--- src/rtl/rf_wb_pkg.sv ---
// Shared types, default sizes and the pending-write lookup for the register-file writeback controller.
package rf_wb_pkg;

  localparam int ADDR  = 5;
  localparam int BUS_W = 32;
  localparam int DEPTH = 4;

  typedef struct packed {
    logic [ADDR-1:0]  addr;
    logic [BUS_W-1:0] data;
  } wb_entry_t;

  // Entries presented oldest-first: index 0 is the head of the queue.
  typedef wb_entry_t [DEPTH-1:0] wb_bank_t;

  typedef struct packed {
    logic             hit;
    logic [BUS_W-1:0] data;
  } wb_match_t;

  localparam wb_entry_t ENTRY_ZERO = '{addr: {ADDR{1'b0}}, data: {BUS_W{1'b0}}};

  // Scanning oldest to youngest lets the youngest matching entry overwrite earlier hits.
  function automatic wb_match_t youngest_match(input wb_bank_t bank,
                                               input logic [DEPTH-1:0] valid,
                                               input logic [ADDR-1:0] addr);
    wb_match_t m;
    m.hit  = 1'b0;
    m.data = {BUS_W{1'b0}};
    for (int i = 0; i < DEPTH; i++) begin
      if (valid[i] && (addr != {ADDR{1'b0}}) && (bank[i].addr == addr)) begin
        m.hit  = 1'b1;
        m.data = bank[i].data;
      end
    end
    return m;
  endfunction

endpackage

--- src/rtl/rf_wb_fifo.sv ---
// Writeback entry queue: storage, head/tail pointers, occupancy and flush.
// Also exports every slot in age order with a valid mask for operand matching.
module rf_wb_fifo
  import rf_wb_pkg::*;
(
  input  logic                      clk,
  input  logic                      reset,
  input  logic                      flush,
  input  logic                      push,
  input  logic                      pop,
  input  wb_entry_t                 push_entry,
  output wb_entry_t                 head_entry,
  output wb_bank_t                  entries,
  output logic [DEPTH-1:0]          valid,
  output logic                      full,
  output logic                      empty,
  output logic [$clog2(DEPTH):0]    count
);

  localparam int PW = $clog2(DEPTH);
  localparam int CW = PW + 1;

  wb_entry_t     mem [DEPTH];
  logic [PW-1:0] head;
  logic [PW-1:0] tail;

  // Pointer, occupancy and storage update; storage is cleared on reset so the write port idles at zero.
  always_ff @(posedge clk or posedge reset) begin
    if (reset) begin
      head  <= {PW{1'b0}};
      tail  <= {PW{1'b0}};
      count <= {CW{1'b0}};
      for (int i = 0; i < DEPTH; i++) begin
        mem[i] <= ENTRY_ZERO;
      end
    end else if (flush) begin
      head  <= {PW{1'b0}};
      tail  <= {PW{1'b0}};
      count <= {CW{1'b0}};
    end else begin
      if (push) begin
        mem[tail] <= push_entry;
        tail      <= tail + PW'(1'b1);
      end
      if (pop) begin
        head <= head + PW'(1'b1);
      end
      case ({push, pop})
        2'b10:   count <= count + CW'(1'b1);
        2'b01:   count <= count - CW'(1'b1);
        default: count <= count;
      endcase
    end
  end

  // Rotate storage so that slot 0 is the oldest entry; a slot is live when its age is below count.
  always_comb begin
    for (int i = 0; i < DEPTH; i++) begin
      entries[i] = mem[head + PW'(i)];
      valid[i]   = (CW'(i) < count);
    end
  end

  assign head_entry = mem[head];
  assign full       = (count == CW'(DEPTH));
  assign empty      = (count == {CW{1'b0}});

endmodule

--- src/rtl/rf_writeback_ctrl.sv ---
// Register-file write-side initiator: queues writeback results, drains one per cycle to the write port,
// and flags operands with pending writes. Define RF_WB_BYPASS_EN to forward queued data onto rs/rt_data.
module rf_writeback_ctrl #(
  parameter int ADDR  = rf_wb_pkg::ADDR,
  parameter int BUS_W = rf_wb_pkg::BUS_W,
  parameter int DEPTH = rf_wb_pkg::DEPTH
) (
  input  logic                     clk,
  input  logic                     reset,
  input  logic                     wb_valid,
  output logic                     wb_ready,
  input  logic [ADDR-1:0]          wb_addr,
  input  logic [BUS_W-1:0]         wb_data,
  input  logic                     flush,
  input  logic                     wr_hold,
  output logic [ADDR-1:0]          rf_rd_addr,
  output logic [BUS_W-1:0]         rf_rd_w_data,
  output logic                     rf_reg_write,
  input  logic [ADDR-1:0]          rs_addr,
  input  logic [ADDR-1:0]          rt_addr,
  input  logic [BUS_W-1:0]         rf_rs_data,
  input  logic [BUS_W-1:0]         rf_rt_data,
  output logic [BUS_W-1:0]         rs_data,
  output logic [BUS_W-1:0]         rt_data,
  output logic                     rs_busy,
  output logic                     rt_busy,
  output logic [$clog2(DEPTH):0]   count
);

  import rf_wb_pkg::*;

  wb_entry_t                   push_entry;
  wb_entry_t                   head_entry;
  wb_bank_t                    entries;
  logic [rf_wb_pkg::DEPTH-1:0] valid;
  logic                        full;
  logic                        empty;
  logic                        push;
  wb_match_t                   rs_match;
  wb_match_t                   rt_match;

  // Writes to r0 complete the handshake but never occupy a slot.
  assign wb_ready     = !full && !flush;
  assign push         = wb_valid && wb_ready && (wb_addr != {ADDR{1'b0}});
  assign rf_reg_write = !empty && !wr_hold && !flush;
  assign push_entry   = '{addr: wb_addr, data: wb_data};
  assign rf_rd_addr   = head_entry.addr;
  assign rf_rd_w_data = head_entry.data;

  rf_wb_fifo u_fifo (
    .clk        (clk),
    .reset      (reset),
    .flush      (flush),
    .push       (push),
    .pop        (rf_reg_write),
    .push_entry (push_entry),
    .head_entry (head_entry),
    .entries    (entries),
    .valid      (valid),
    .full       (full),
    .empty      (empty),
    .count      (count)
  );

  // Pending-write lookup for both read operands.
  always_comb begin
    rs_match = youngest_match(entries, valid, rs_addr);
    rt_match = youngest_match(entries, valid, rt_addr);
  end

  assign rs_busy = rs_match.hit;
  assign rt_busy = rt_match.hit;

`ifdef RF_WB_BYPASS_EN
  // Forward the youngest uncommitted value when an operand is still pending.
  always_comb begin
    if (rs_match.hit) begin
      rs_data = rs_match.data;
    end else begin
      rs_data = rf_rs_data;
    end
    if (rt_match.hit) begin
      rt_data = rt_match.data;
    end else begin
      rt_data = rf_rt_data;
    end
  end
`else
  assign rs_data = rf_rs_data;
  assign rt_data = rf_rt_data;
`endif

endmodule

--- config.mk ---
export PLATFORM = sky130hd
export DESIGN_NAME = rf_writeback_ctrl
export DESIGN_NICKNAME = d
export VERILOG_FILES = /design/src/rtl/rf_wb_pkg.sv /design/src/rtl/rf_wb_fifo.sv /design/src/rtl/rf_writeback_ctrl.sv
export SDC_FILE = /design/constraint.sdc
export NUM_CORES = 1
export LEC_CHECK = 0
export ABC_AREA = 1
export CAP_MARGIN = 40
export CORE_AREA = 2 2 145 147
export CTS_CLUSTER_SIZE = 28
export DETAILED_ROUTE_END_ITERATION = 10
export DIE_AREA = 0 0 147 149
export PLACE_DENSITY = 0.73
export SYNTH_ARGS = -nofsm -noshare
export SYNTH_HDL_FRONTEND = slang
export SYNTH_SLANG_ARGS = --single-unit
--- constraint.sdc ---
create_clock -name clk -period 7 [get_ports clk]
set_clock_uncertainty 0.15 [all_clocks]
set_input_delay 1.4 -clock clk [delete_from_list [all_inputs] [get_ports clk]]
set_output_delay 1.4 -clock clk [all_outputs]
set_load 0.02 [all_outputs]
### Word level (Yosys, flattened, before mapping)

Index checks and enable logic that the tools add are counted.

| word-level totals | value |
|---|---|
| bits in latches | 0 |
| logic and storage cells | 107 |
| bits in read-only memories | 0 |
| memories kept | 0 |
| bits of input ports | 116 |
| register bits after elaboration | 155 |
| RAM bits | 0 |

| cells by class | value |
|---|---|
| muxes and demuxes | 29 |
| add/sub/neg operators | 6 |
| bitwise gates (word level) | 6 |
| equality and inequality tests | 11 |
| multiply operators | 0 |
| divide/modulo/power cells | 0 |
| order comparisons | 10 |
| reductions and logical operators | 34 |
| shift operators | 0 |

Operators with widths:

| operator | count |
|---|---|
| $mux 37 | 9 |
| $bmux 37 s2 | 4 |
| $mux 33 | 8 |
| $bwmux 148 | 1 |
| $demux 37 s2 | 1 |
| $eq 5x5->1 | 8 |
| $logic_and 1x1->1 | 22 |
| $ge 3x3->1 const B | 5 |
| $not 2->3 | 5 |
| $reduce_bool 5->1 | 3 |
| $mux 2 | 4 |
| $lt 1x3->1 const A | 2 |
| $lt 2x3->1 const A | 2 |
| $pmux 3 s2 | 1 |
| $add 2x1->2 const B | 2 |
| $add 2x2->2 const B | 2 |
| $logic_not 1->1 | 4 |
| $reduce_bool 2->1 | 2 |
| $add 3x1->3 const B | 1 |
| $eq 3x3->1 const B | 1 |
| $logic_not 3->1 | 1 |
| $lt 3x1->1 const B | 1 |
| $mux 3 | 1 |
| $reduce_bool 3->1 | 1 |
| 5 further kinds | 5 |

### Longest topological paths before layout

Gate-level depths: netlist (run 1).

| logic depth | value |
|---|---|
| depth after elaboration | 10 |
| depth in mapped cells | 14 |
| mapped depth without buffers | 12 |

### Modules after synthesis

From an unflattened synthesis (run 1), not the netlist that was laid out.

| unflattened totals | value |
|---|---|
| cells, all modules | 1612 |
| area total of the unflattened synthesis | 10588.9 um^2 |

By module, submodules not included:

| module | cells each | times used | sequential area each (um^2) | area each (um^2) |
|---|---|---|---|---|
| rf_wb_fifo | 1353 | 1 | 3878.7 | 9350.2 |
| rf_writeback_ctrl | 259 | 1 | 0.0 | 1238.7 |

### Worst setup path before layout (run 1)

Ideal clock, no wire load.

| path | value |
|---|---|
| path kind | input to output |
| from | input port rt_addr[4] |
| to | output port rt_busy |
| data arrival time | 2153 ps |
| stages | 9 |
| setup slack | 3297 ps |
| buffers on the path | 0 |
| cells stage by stage | inv_1 > nand3_1 > nor2b_1 > nand2_1 > nor2_1 > nand3_1 > nand2_1 > inv_1 > nand2_1 |

| between the ends | value |
|---|---|
| word-level cells in the longest chain between the ends | 7 |
| elaborated cells between the ends (all ways) | 17 |

Ends and longest elaborated chain:

| what | RTL line | source |
|---|---|---|
| from (decl) | rf_writeback_ctrl.sv:20 | `input logic [ADDR-1:0] rt_addr,` |
| $reduce_bool 5->1 | rf_wb_pkg.sv:31 | `if (valid[i] && (addr != {ADDR{1'b0}}) && (bank[i].addr == addr)) begin` |
| $logic_and 1x1->1 (2 in series) | rf_wb_pkg.sv:31 |  |
| $mux 33 (3 in series) | rf_wb_pkg.sv:31 |  |
| $mux 33 * | rf_wb_pkg.sv:31 |  |
| to (decl) | rf_writeback_ctrl.sv:26 | `output logic rt_busy,` |

Mark *: on every way between the ends. The rest lies on a longest branch, timed or not.

### Worst setup path after layout (run 1)

| path | value |
|---|---|
| from | register u_fifo.head[0] |
| to | output port rs_busy |

| between the ends | value |
|---|---|
| word-level cells in the longest chain between the ends | 10 |
| elaborated cells between the ends (all ways) | 31 |

Ends and longest elaborated chain:

| what | RTL line | source |
|---|---|---|
| from (decl) | rf_wb_fifo.sv:24 | `logic [PW-1:0] head;` |
| from (signal assigned) | rf_wb_fifo.sv:30 | `head <= {PW{1'b0}};` |
| from (signal assigned) | rf_wb_fifo.sv:37 | `head <= {PW{1'b0}};` |
| from (signal assigned) | rf_wb_fifo.sv:46 | `head <= head + PW'(1'b1);` |
| $add 2x1->2 or $not 2->3 (tied branches) | rf_wb_fifo.sv:59 | `entries[i] = mem[head + PW'(i)];` |
| $not 2->3 (not written as such) or $bmux 37 s2 (tied branches) | rf_wb_fifo.sv:59 |  |
| $bmux 37 s2 or $mux 37 (tied branches) | rf_wb_fifo.sv:59 |  |
| $mux 37 (not written as such) | rf_wb_fifo.sv:59 |  |
| $mux 37 (not written as such) or $eq 5x5->1 (tied branches) | rf_wb_fifo.sv:59, rf_wb_pkg.sv:31 |  |
| $eq 5x5->1 or $logic_and 1x1->1 (tied branches) | rf_wb_pkg.sv:31 |  |
| $logic_and 1x1->1 or $mux 33 (tied branches) | rf_wb_pkg.sv:31 |  |
| $mux 33 (2 in series) | rf_wb_pkg.sv:31 |  |
| $mux 33 * | rf_wb_pkg.sv:31 |  |
| to (decl) | rf_writeback_ctrl.sv:25 | `output logic rs_busy,` |

Mark *: on every way between the ends. The rest lies on a longest branch, timed or not. The select of a mux whose other input is x is not followed.

==> metrics, run 1 <==
run status=finished clean; final hold violations=0; Worst-Margin Slew=0.868 ns; post-DR wirelength/cell=15.6 um; CP startpoint=u_fifo.head[0]; Initial Util=43.7%; die height=149 um; core region area=20600 um2; clock net sink count=155; fill cell count=1918; PortBufs=95; Antenna Cells=0; worst path cell trace=buf_16, inv_2, nand2_2, nand2_4, nand2_1, nand3_1, nand2_1, nor2_1, nand3_1, nand2_1, inv_1, nand2_1, clkdlybuf4s50_1; Yosys top cell area share=43.2%; die area=21900 um2; mean number of vias per cell=5.17; DRT antenna net count=0; die width=147 um; Seq cells post-synth=155; DRC Markers=0; post-DP HPWL=14200 um; largest net degree at the start of global routing=94; unrepaired setup endpoints after global routing=false; total clock buffers created by CTS=17; Hold-fix buffers, CTS=0; Clock transition at path regs=0.07 ns; CP Data Arrival Time=3.80 ns; Tcrit/Tclk final=76.4%; Detailed Route WL=21200 um; post-CTS setup buffers=0; Syn. warnings=0; WP data required=5.45 ns; Top delay family on crit path=simple AND/OR/NAND/NOR gates; 1st-pass router iterations=5; CP Launch Type=flip-flop; most area-consuming cells after synthesis=dfrtp_1 43%, nand2_1 12%, buf_4 6.4%; register area=3880 um2; First DRT Iteration DRCs=465; cell taking the most area after synthesis=dfrtp_1; grt ovf=0; crit path max fanout=33; min Tclk post-route=5.35 ns; multi-input logic area=3790 um2; leak pwr=4.86 nW; Buf/Inv on CP=4; register area share after synthesis=43.2%; first-pass GRT wire length=34700 um; # IOs=224; slew margin rel.=42.0%; slowest cell on the critical path=nand2_2; Placer Congestion=0.878; setup TNS=0 ns; antenna violations before repair=0; post-synthesis instance area=8990 um2; Critical R2R Launch=u_fifo.count[0]; CTS tree=built; CP Capture Type=primary output; vias after detailed routing=7019; clock root buffer master=clkbuf_16; area grow syn2layout=12.9%; min-delay src=u_fifo.mem[102]; clock buffer depth=2; Nets=1193; final setup violation count=0; Peak VDD IR=0.238 mV; H-tree levels=4; row count=53; Min-Delay Path Class=flip-flop to flip-flop; placed cells=1324; Syn Nets=1184; gr usage total=19.9%; vias in the first global route=6933; pwr/cell area=491 nW/um2; Max Freq=0.187 GHz; Mapped Cells=1060; Syn Area/Cell=8.48 um2; Setup CP Type=flip-flop to primary output; Hold Slack=0.346 ns; Resize count post-CTS=0; CP dominant cell by count=nand2_1; CP max stage delay=0.62 ns; worst-skew pair later-pin latency=0.43 ns; final cell count without fillers=1357; Final Slew Violations=0; max_cap viols=0; share of layout cells above drive strength 1=10.5%; Yosys cell types=35
worst register-to-register path: stages (launching register included):
cell and delay (ns):
dfrtp_1 0.42, inv_1 0.13, ha_1 0.26, a21oi_4 0.13, and2_4 0.18, nand2_4 0.13, nor2_4 0.46, buf_4 0.56
o21ai_0 0.18
flip-flops by register name, summed over array words and instances (netlist names):
register / flops
u_fifo.mem: 148
u_fifo.count: 3
u_fifo.head: 2
u_fifo.tail: 2
worst paths after layout:
| check | endpoint | slack [ns] | depth (start not counted) |
|---|---|---|---|
| max | rs_busy | 1.65 | 13 |
| min | u_fifo.mem[102] | 0.35 | 1 |
| max reg2reg | u_fifo.mem[10] | 4.26 | 8 |
| min reg2reg | u_fifo.mem[102] | 0.35 | 1 |
| max in group asynchronous | u_fifo.mem[144] | 4.03 | 3 |
| min in group asynchronous | u_fifo.mem[93] | 1.35 | 2 |
kinds of logic (layout without fill, tap and decap cells):
family,after synthesis,after routing,synth area share [%]
buf+inv,239,261,14.8
compound gates,160,160,11.3
simple gates,431,431,20.0
fa+ha+maj,8,8,1.11
xor+xnor,2,2,0.195
flops,155,155,43.2
mux,65,65,9.40
through the flow:
step                instance area, um2  utilization (%)  total power, W  setup slack [ns]
global placement                  9490             46.1         0.00395              1.80
CTS                              10100             49.2         0.00499              1.26
finish                           10100             49.3         0.00498              1.65
floorplan                         8990                -         0.00329              1.27
detailed placement                9510             46.2         0.00401              1.73
global route                     10100             49.3         0.00537              1.35
area by class of cell:
class / count / area share (%)
inverters: 126 / 4.71
repair buffers: 103 / 10.3
multi-input cells: 666 / 37.4
clock buffers: 18 / 4.33
flip-flops and latches: 155 / 38.2
well taps: 275 / 3.39
clock inverters: 14 / 1.69
synth_stat cells (all sizes together):
cell type,number
clkbuf,11
mux2,65
o221ai,32
dfrtp,155
inv,126
nand2,295
nor3,1
nand3,86
nor2b,2
o22ai,1
buf,102
o21ai,91
a22oi,32
ha,8
and2,3
a21o,1
nand4,1
nor2,43
xnor2,2
a21oi,2
o211ai,1
layout by cell type, fill, tap and decap left out, types with 2 or more instances in the layout:
cell type / instances
a22oi_1: 32
nand3_1: 86
nand2_4: 2
bufinv_16: 2
buf_4: 6
inv_6: 7
and2_1: 2
mux2_4: 30
nor2_4: 2
mux2_1: 3
clkdlybuf4s50_1: 95
inv_1: 123
nor2_1: 39
o21ai_1: 16
inv_8: 4
xnor2_1: 2
o21ai_0: 75
clkbuf_16: 17
nor2_8: 2
ha_1: 8
o221ai_1: 32
inv_2: 2
mux2_2: 32
nor2b_1: 2
dfrtp_1: 155
nand2_1: 292
layer usage:
metal / GRT usage, % / part of all wire, % / vias to the layer above
met5: 0 / 0 / -
met4: 7.40 / 2.3 / 0
met3: 4.22 / 5.4 / 44
met2: 32.8 / 47 / 202
met1: 26.1 / 46 / 3356
li1: - / - / 3417
report_power, final:
part	leakage (nW)	total, W	switching, W	internal (W)
clock	0.304	0.000955	0.000404	0.000552
sequential	1.81	0.00157	0.000230	0.00134
combinational	2.74	0.00245	0.00139	0.00106
total	4.86	0.00498	0.00202	0.00295
(Power assumes the default switching activity.)
==> inputs of run 2 (changes only) <==
- PLACE_DENSITY: 0.73 -> 0.76
- clock period: 7 -> 4.5 ns (I/O delays scaled with it)
==> metrics, run 2 (synthesis gave the netlist of run 1 again) <==
area grow syn2layout=13.0% (was 12.9%); share of layout cells above drive strength 1=10.7% (was 10.5%); die height=149 um (unchanged); Nets=1195 (was 1193); Min-Delay Path Class=flip-flop to flip-flop (unchanged); final non-filler cell area=10200 um2 (was 10100 um2); CP Data Arrival Time=2.96 ns (was 3.80 ns); slew margin rel.=45.0% (was 42.0%); commonest non-fill, non-tap cells in the layout=291 x nand2_1, 155 x dfrtp_1, 123 x inv_1 (was 292 x nand2_1, 155 x dfrtp_1, 123 x inv_1); CP dominant cell by count=nand2_1 (unchanged); slowest cell on the critical path=clkdlybuf4s50_1 (was nand2_2); CP max stage delay=0.59 ns (was 0.62 ns); run status=finished clean (unchanged); antenna violations before repair=0 (unchanged); row count=53 (unchanged); Antenna Cells=0 (unchanged); First DRT Iteration DRCs=521 (was 465); clock buffer depth=2 (unchanged); Hold Slack=0.351 ns (was 0.346 ns); pwr/cell area=756 nW/um2 (was 491 nW/um2); Final Util=49.4% (was 49.3%); leak pwr=4.84 nW (was 4.86 nW); WP data required=3.45 ns (was 5.45 ns); Peak VDD IR=0.487 mV (was 0.238 mV); setup TNS=0 ns (unchanged); post-DR wirelength/cell=15.5 um (was 15.6 um); die width=147 um (unchanged); final setup violation count=0 (unchanged); Biggest register=u_fifo.mem (unchanged); multi-input logic area=3790 um2 (about the same); Most Used Layer, Global Route=met2 (unchanged); Top Registers=u_fifo.mem: 148 flops, u_fifo.count: 3 flops (unchanged); M2 GR Usage=31.8% (was 32.8%); CP Capture Type=primary output (unchanged); grt met3 use=3.94% (was 4.22%); total clock buffers created by CTS=17 (unchanged); Placer Congestion=0.896 (was 0.878); CP Launch Type=flip-flop (unchanged); gr usage total=19.9% (about the same); fill cell count=1956 (was 1918); max_cap viols=0 (unchanged); register area=3880 um2 (unchanged); Worst-Margin Slew=0.825 ns (was 0.868 ns); placed cells=1327 (was 1324); # IOs=224 (unchanged); Initial Util=43.7% (unchanged); clock root buffer master=clkbuf_16 (unchanged); Largest register FFs=148 (unchanged); most common cell after layout, fill and taps aside=nand2_1 (unchanged); Tcrit/Tclk final=89.1%; final hold violations=0 (unchanged); PortBufs=95 (unchanged); largest net degree at the start of global routing=156 (was 94); post-CTS setup buffers=0 (unchanged); unrepaired setup endpoints after global routing=false (unchanged); DRC Markers=0 (unchanged); post-DP HPWL=13800 um (was 14200 um); Final Slew Violations=0 (unchanged); vias after detailed routing=7100 (was 7019); 1st-pass router iterations=7 (was 5); final cell count without fillers=1359 (was 1357); core region area=20600 um2 (unchanged); first-pass GRT wire length=34600 um (was 34700 um); worst-skew pair later-pin latency=0.42 ns (was 0.43 ns); Buf/Inv on CP=3 (was 4); die area=21900 um2 (unchanged); Detailed Route WL=21100 um (was 21200 um); Clock transition at path regs=0.06 ns (was 0.07 ns); CTS tree=built (unchanged); Setup CP Type=flip-flop to primary output (unchanged); Hold-fix buffers, CTS=0 (unchanged); DRT antenna net count=0 (unchanged); min Tclk post-route=4.01 ns; crit path max fanout=21 (was 33); H-tree levels=4 (unchanged); clock net sink count=155 (unchanged); GR met1 Demand/Resource=26.6% (was 26.1%); vias in the first global route=6788 (was 6933); mean number of vias per cell=5.22 (was 5.17); Max Freq=0.249 GHz; Placed Area=9570 um2 (was 9510 um2); worst path cell trace=inv_2, nand2_1, nand2_2, nand2_1, nand3_1, nand2_1, nor2_1, nand3_1, nand2_1, inv_1, nand2_1, clkdlybuf4s50_1 (was buf_16, inv_2, nand2_2, nand2_4, nand2_1, nand3_1, nand2_1, nor2_1, nand3_1, nand2_1, inv_1, nand2_1, clkdlybuf4s50_1); grt ovf=0 (unchanged); Top delay family on crit path=simple AND/OR/NAND/NOR gates (unchanged)
## run 2: area by class of cell
class / count / share of cell area, %
Sequential cell: 155 / 38.2
Multi-Input combinational cell: 666 / 37.3
Timing Repair Buffer: 105 / 10.6
Clock buffer: 22 / 4.77
Inverter: 126 / 4.69
Tap cell: 275 / 3.39
Clock inverter: 10 / 1.02
## run 2: where the power goes
group | switching, W | internal, W | total [W]
Clock | 0.000583 | 0.000830 | 0.00141
Combinational | 0.00218 | 0.00165 | 0.00383
Sequential | 0.000346 | 0.00209 | 0.00243
## run 2: repair_timing
| action | CTS | global route |
|---|---|---|
| setup endpoints to repair | 0 | 1 |
| endpoints found under the hold margin | 0 | 0 |
| gates resized for setup | 0 | 1 |
## run 2: metrics by stage
step	setup WS (ns)	total power [W]
5_1_grt	0.231	0.00826
4_1_cts	0.306	0.00771
2_1_floorplan	1.49	0.00512
3_3_place_gp	0.600	0.00618
6_report	0.489	0.00768
3_5_place_dp	0.577	0.00625
## run 2: worst paths after layout
check | startpoint | endpoint | slack (ns) | cells after the start
setup / recovery | u_fifo.head[1] | rs_busy | 0.49 | 12
hold / removal | u_fifo.mem[82] | u_fifo.mem[82] | 0.35 | 1
setup reg to reg | u_fifo.count[0] | u_fifo.mem[116] | 1.89 | 8
hold reg to reg | u_fifo.mem[82] | u_fifo.mem[82] | 0.35 | 1
max in group asynchronous | reset | u_fifo.mem[107] | 2.67 | 3
min in group asynchronous | reset | u_fifo.mem[127] | 0.90 | 3
## run 2: metal layers
layer  vias to the layer above  wire (um)
li1                       3422          -
met1                      3417       9690
met5                         -          0
met4                         0        452
met3                        46       1070
met2                       215       9900
